## src/rtl/fadder_pipe_if.sv

```systemverilog
// Operand and result handshake bundle for fadder_pipe.
// The slave modport is the adder's view; the master modport is the source/consumer side.
interface fadder_pipe_if #(
    parameter int DATA_WIDTH = 8
);
    logic                  in_vld;
    logic                  in_rdy;
    logic [1:0]            mode;
    logic [DATA_WIDTH-1:0] op_a;
    logic [DATA_WIDTH-1:0] op_b;
    logic                  carry_in;
    logic                  out_vld;
    logic                  out_rdy;
    logic [DATA_WIDTH-1:0] data_out;
    logic                  carry_out;
    logic                  ovf_out;
    logic                  zero_out;

    modport slave (
        input  in_vld, mode, op_a, op_b, carry_in, out_rdy,
        output in_rdy, out_vld, data_out, carry_out, ovf_out, zero_out
    );

    modport master (
        output in_vld, mode, op_a, op_b, carry_in, out_rdy,
        input  in_rdy, out_vld, data_out, carry_out, ovf_out, zero_out
    );
endinterface

```

## src/rtl/fadder_pipe.sv

```systemverilog
// Pipelined adder/subtractor with valid/ready on both sides and bubble-collapsing stages.
// Arithmetic happens before stage 1; later stages only carry {zero, ovf, carry, data}.
module fadder_pipe #(
    parameter int DATA_WIDTH  = 8,
    parameter int PIPE_STAGES = 2
) (
    input  logic         clk,
    input  logic         reset_n,
    fadder_pipe_if.slave bus
);
    localparam int         PW        = DATA_WIDTH + 3;
    localparam int         MSB       = DATA_WIDTH - 1;
    localparam logic [1:0] MODE_SUB  = 2'b00;
    localparam logic [1:0] MODE_SUBB = 2'b11;

    logic                   run;
    logic [PIPE_STAGES-1:0] stg_vld;
    logic [PIPE_STAGES-1:0] stg_load;
    logic [PW-1:0]          stg_pay [PIPE_STAGES];
    logic                   tail_full;
    logic                   accept;
    logic                   is_sub;
    logic                   cin_eff;
    logic [DATA_WIDTH:0]    a_x;
    logic [DATA_WIDTH:0]    b_x;
    logic [DATA_WIDTH:0]    c_x;
    logic [DATA_WIDTH:0]    res_x;
    logic [DATA_WIDTH-1:0]  res_d;
    logic                   res_c;
    logic                   res_v;
    logic                   res_z;
    logic [PW-1:0]          new_pay;

    // A stage can load unless it and every stage after it are full while the consumer stalls.
    always_comb begin
        stg_load  = '0;
        tail_full = 1'b1;
        for (int k = 0; k < PIPE_STAGES; k++) begin
            tail_full = 1'b1;
            for (int j = k; j < PIPE_STAGES; j++) begin
                tail_full = tail_full & stg_vld[j];
            end
            stg_load[k] = !tail_full || bus.out_rdy;
        end
    end

    assign bus.in_rdy = run && stg_load[0];
    assign accept     = bus.in_vld && bus.in_rdy;

    // Subtract at DATA_WIDTH+1 bits so the top bit is the borrow of a - (b + cin).
    assign is_sub  = (bus.mode == MODE_SUB) || (bus.mode == MODE_SUBB);
    assign cin_eff = bus.mode[1] & bus.carry_in;
    assign a_x     = {1'b0, bus.op_a};
    assign b_x     = {1'b0, bus.op_b};
    assign c_x     = {{DATA_WIDTH{1'b0}}, cin_eff};
    assign res_x   = is_sub ? (a_x - b_x - c_x) : (a_x + b_x + c_x);
    assign res_d   = res_x[DATA_WIDTH-1:0];
    assign res_c   = res_x[DATA_WIDTH];
    assign res_v   = ((bus.op_a[MSB] ^ bus.op_b[MSB]) == is_sub) && (res_d[MSB] != bus.op_a[MSB]);
    assign res_z   = (res_d == '0);
    assign new_pay = {res_z, res_v, res_c, res_d};

    always_ff @(posedge clk or negedge reset_n) begin
        if (!reset_n) begin
            run     <= 1'b0;
            stg_vld <= '0;
            for (int k = 0; k < PIPE_STAGES; k++) begin
                stg_pay[k] <= '0;
            end
        end else begin
            run <= 1'b1;
            if (stg_load[0]) begin
                stg_vld[0] <= accept;
                if (accept) begin
                    stg_pay[0] <= new_pay;
                end
            end
            for (int k = 1; k < PIPE_STAGES; k++) begin
                if (stg_load[k]) begin
                    stg_vld[k] <= stg_vld[k-1];
                    if (stg_vld[k-1]) begin
                        stg_pay[k] <= stg_pay[k-1];
                    end
                end
            end
        end
    end

    assign bus.out_vld   = stg_vld[PIPE_STAGES-1];
    assign bus.zero_out  = stg_pay[PIPE_STAGES-1][PW-1];
    assign bus.ovf_out   = stg_pay[PIPE_STAGES-1][PW-2];
    assign bus.carry_out = stg_pay[PIPE_STAGES-1][PW-3];
    assign bus.data_out  = stg_pay[PIPE_STAGES-1][DATA_WIDTH-1:0];
endmodule

```

## src/flat_wrapper.sv

```systemverilog
// flat-port wrapper written by rule: the top's interface ports become plain ports
module fadder_pipe_flat 
#(
    parameter int DATA_WIDTH  = 8,
    parameter int PIPE_STAGES = 2
)
  (clk, reset_n, bus_in_vld, bus_mode, bus_op_a, bus_op_b, bus_carry_in, bus_out_rdy, bus_in_rdy, bus_out_vld, bus_data_out, bus_carry_out, bus_ovf_out, bus_zero_out);
  fadder_pipe_if #(.DATA_WIDTH(DATA_WIDTH)) bus_i ();
  input  logic clk;
  input  logic reset_n;
  input wire logic [$bits(bus_i.in_vld)-1:0] bus_in_vld;
  input wire logic [$bits(bus_i.mode)-1:0] bus_mode;
  input wire logic [$bits(bus_i.op_a)-1:0] bus_op_a;
  input wire logic [$bits(bus_i.op_b)-1:0] bus_op_b;
  input wire logic [$bits(bus_i.carry_in)-1:0] bus_carry_in;
  input wire logic [$bits(bus_i.out_rdy)-1:0] bus_out_rdy;
  output wire logic [$bits(bus_i.in_rdy)-1:0] bus_in_rdy;
  output wire logic [$bits(bus_i.out_vld)-1:0] bus_out_vld;
  output wire logic [$bits(bus_i.data_out)-1:0] bus_data_out;
  output wire logic [$bits(bus_i.carry_out)-1:0] bus_carry_out;
  output wire logic [$bits(bus_i.ovf_out)-1:0] bus_ovf_out;
  output wire logic [$bits(bus_i.zero_out)-1:0] bus_zero_out;
  assign bus_i.in_vld = bus_in_vld;
  assign bus_i.mode = bus_mode;
  assign bus_i.op_a = bus_op_a;
  assign bus_i.op_b = bus_op_b;
  assign bus_i.carry_in = bus_carry_in;
  assign bus_i.out_rdy = bus_out_rdy;
  assign bus_in_rdy = bus_i.in_rdy;
  assign bus_out_vld = bus_i.out_vld;
  assign bus_data_out = bus_i.data_out;
  assign bus_carry_out = bus_i.carry_out;
  assign bus_ovf_out = bus_i.ovf_out;
  assign bus_zero_out = bus_i.zero_out;
  fadder_pipe #(.DATA_WIDTH(DATA_WIDTH), .PIPE_STAGES(PIPE_STAGES)) u_core (.clk(clk), .reset_n(reset_n), .bus(bus_i));
endmodule
```

## config.mk

```make
export PLATFORM = sky130hd
export DESIGN_NAME = fadder_pipe_flat
export DESIGN_NICKNAME = d
export VERILOG_FILES = /design/src/rtl/fadder_pipe_if.sv /design/src/rtl/fadder_pipe.sv /design/src/flat_wrapper.sv
export SDC_FILE = /design/constraint.sdc
export NUM_CORES = 1
export LEC_CHECK = 0
export CAP_MARGIN = 20
export CORE_UTILIZATION = 40
export CTS_BUF_LIST = sky130_fd_sc_hd__clkbuf_8
export CTS_CLUSTER_DIAMETER = 30
export DETAILED_ROUTE_END_ITERATION = 10
export PLACE_DENSITY = 0.66
export SETUP_SLACK_MARGIN = 0.2
export SLEW_MARGIN = 20
export SYNTH_ARGS = -nofsm -noshare
export SYNTH_HDL_FRONTEND = slang
export SYNTH_SLANG_ARGS = --single-unit
```

## constraint.sdc

```tcl
create_clock -name clk -period 1.3 [get_ports clk]
set_clock_uncertainty 0.05 [all_clocks]
set_input_delay 0.325 -clock clk [delete_from_list [all_inputs] [get_ports clk]]
set_output_delay 0.325 -clock clk [all_outputs]
set_load 0.05 [all_outputs]
```

==> results.cfg <==
[status]
status = finished, violations left
violations = negative setup slack

[sta]
fin_crit_sh_pct = 170
period_needed_ns = 2.21
fmax_mhz = 452
timing.final.ws_setup_ns = -0.911
hold_viol = 0
tns_ns = -8.35
finalSetupViolCount = 24
rsz0062_at_grt = true
slew_violations = 0

[drt]
vias = 1835
wl_per_cell_um = 14.0
dr.first_iter.drc_count = 102
drc_errors = 0
drtAntennaViolNets = 0
drt-pass1-iter-count = 4
routed_via_density = 4.85
drt-total-wl_um = 5290

[final_layout]
drive_above_1_share_pct = 57.9
nets = 360
n_fill_cell = 331
area_growth_pct = 81.2
final_cell_count_no_fill = 378
finalInstanceArea_mm2 = 0.00360
antennaDiodeCount = 0

[critical_path]
cp.required_ns = 1.46
critical_path.max_fanout = 2
path_cells = buf_8, inv_4, fa_2, fa_2, buf_4, mux2i_2, xor2_1, nand4_1, nor4_2, a32o_1
cp_data_arrival_time_ns = 2.37
worstSetupStartpointType = input pin
slowest_delay_ns = 0.39
timing.rr.start = u_core.stg_vld[1]
setup.worst_path.end_class = flop
crit_start = bus_op_b[0]
crit_type = in2reg
crit_slowest_cell = fa_2
crit_top_cell = fa_2

[synth]
synth_xor_area_share_pct = 5.73
synth_top_family_by_area = adder cells
synth-adder-area-share_pct = 17.3
synth.area.mux_share_pct = 11.0
synth_compound_area_share_pct = 11.9
ys_seq_area_share_pct = 31.5
ys_types = 42
yosys.area_share.simple_pct = 13.7
syn_inst = 208
synth.avg_cell_area_um2 = 9.55
yosys_register_bits = 25
async_flop_share_pct = 100
synth-edff-count = 0
synth_area_mm2 = 0.00199
syn_nets = 256
synth-main-ff-cell = dfrtp_1
ys_warn_count = 0

[global_route]
grt_pass1_vias = 1807
grt_antenna_before_repair = 0
grt_usage_pct = 19.8
grt_pass1_wl_um = 8090
grt_max_degree = 26
gr-total-overflow = 0

[die]
die_h_um = 72.5
io_pins = 36
core_mm2 = 0.00475
fp.dieArea_mm2 = 0.00525
die_w_um = 72.5
start_util_pct = 41.8
rows = 25

[clock_tree]
clk_latency_ns = 0.27
clk_pin_slew_ns = 0.08
cts.sinks = 25
cts_tree = yes
cts_htree_levels = 1
clk_path_buf_depth = 2
root_buffer = clkbuf_8
cts_buffers = 3

[power_and_ir_drop]
leakage_nw = 1.68
total_power_mw = 4.72
irDropWorstVdd_v = 0.000832
p_per_area_mw_per_mm2 = 1310

[placed_design]
dp.cells = 346
place.gp.congestion = 0.832
io_buffers = 35
pre_cts_ws_ns = -1.66
dp_hpwl_um = 3520
dpl_cell_area_mm2 = 0.00303

[worst_hold_path]
hold_path_class = in2async

[run]
drv_cap = 0
## cell families (layout without fill, tap and decap cells)
logic type / count (synthesis) / in the layout
AND/OR/NAND/NOR: 52 / 53
buffers and inverters: 37 / 139
AO/OA/AOI/OAI: 35 / 35
adder cells (fa/ha/maj): 25 / 25
flip-flops: 25 / 25
multiplexers: 20 / 20
XOR/XNOR: 13 / 13
other: 1 / 1
## area by class of cell
| cell class | instances | area (um2) | area share (%) |
|---|---|---|---|
| clock buffer | 3 | 41.3 | 1.15 |
| clock inverter | 1 | 3.75 | 0.104 |
| inverter | 24 | 95.1 | 2.64 |
| multi-input combinational | 147 | 1650 | 45.9 |
| sequential | 25 | 627 | 17.4 |
| tap | 67 | 83.8 | 2.33 |
| timing repair buffer | 111 | 1100 | 30.5 |
## where the power goes
part	leakage [nW]	switching (mW)	internal (mW)	total, mW
Clock	0.0269	0.234	0.211	0.446
Combinational	1.34	1.33	1.70	3.04
Sequential	0.309	0.219	1.02	1.24
Total	1.68	1.79	2.93	4.72
## flip-flops by register name, summed over array words and instances, names as in the netlist
signal	cells
u_core.stg_pay	11
u_core.bus.data_out	8
u_core.stg_vld	2
u_core.bus.carry_out	1
u_core.bus.ovf_out	1
u_core.bus.zero_out	1
u_core.run	1
## per-stage QoR
stage          util (%)  hold slack (ns)
5_1_grt            75.7            0.379
3_3_place_gp       63.7            0.412
3_5_place_dp       63.7            0.426
2_1_floorplan         -          -0.0206
6_report           75.7            0.356
4_1_cts            72.1            0.362
## metal layers
metal	part of all wire, %	up-vias	track usage [%]	routed length [um]
met4	1.3	0	8.28	67
met3	1.2	4	1.39	63
met5	0	-	0	0
met1	42	883	23.7	2240
li1	-	923	-	-
met2	55	25	36.7	2920
## critical path: cells and delay by family
family                     cells  cell delay [ns]
AOI/OAI and AO/OA              1             0.20
xor gates and xnor gates       1             0.24
adders and majority gates      2             0.77
buffers and inverters          3             0.27
muxes                          1             0.20
and+or+nand+nor                2             0.36
## cell usage after synthesis, types with 4 or more instances
cell	count	area [um2]
a21oi_1	9	45.0
nand3_1	7	35.0
nor3_1	6	30.0
mux2i_1	6	60.1
nand2_1	13	48.8
a211oi_1	6	45.0
ha_1	21	263
nor2_1	6	22.5
buf_4	9	67.6
inv_1	23	86.3
o21ai_1	4	20.0
dfrtp_1	25	626
xor2_1	5	43.8
nand2b_1	6	37.5
fa_1	4	80.1
mux2_2	11	124
xnor2_1	8	70.1
## what timing repair did
item,4_1_cts,5_1_grt
setup endpoints to repair,36,36
gates resized for setup,89,32
pin swaps,31,29
gates cloned,0,1
buffers inserted,15,12
hold buffers,0,0
## cells in the final DEF (no fill, tap or decap), types with 5 or more instances in the layout
cell	instances
xnor2_1	7
mux2_4	12
ha_1	7
clkbuf_2	6
dlygate4sd2_1	5
clkdlybuf4s50_1	5
inv_1	11
nand2_1	9
buf_12	14
mux2i_1	5
nor2_1	6
inv_2	12
dfrtp_1	24
nand3_1	5
buf_6	14
buf_4	60
ha_4	14
## worst paths after layout
kind / to / slack, ns / cells past startpoint
min in group clk: u_core.stg_pay[17] / 0.44 / 2
worst min register to register: u_core.stg_pay[17] / 0.44 / 2
worst max-delay path: u_core.stg_pay[21] / -0.91 / 10
max in group asynchronous: u_core.stg_vld[1] / 0.69 / 2
worst min-delay path: u_core.stg_pay[11] / 0.36 / 2
worst max register to register: u_core.stg_pay[14] / -0.20 / 6
Power figures use the tool's default switching activity.
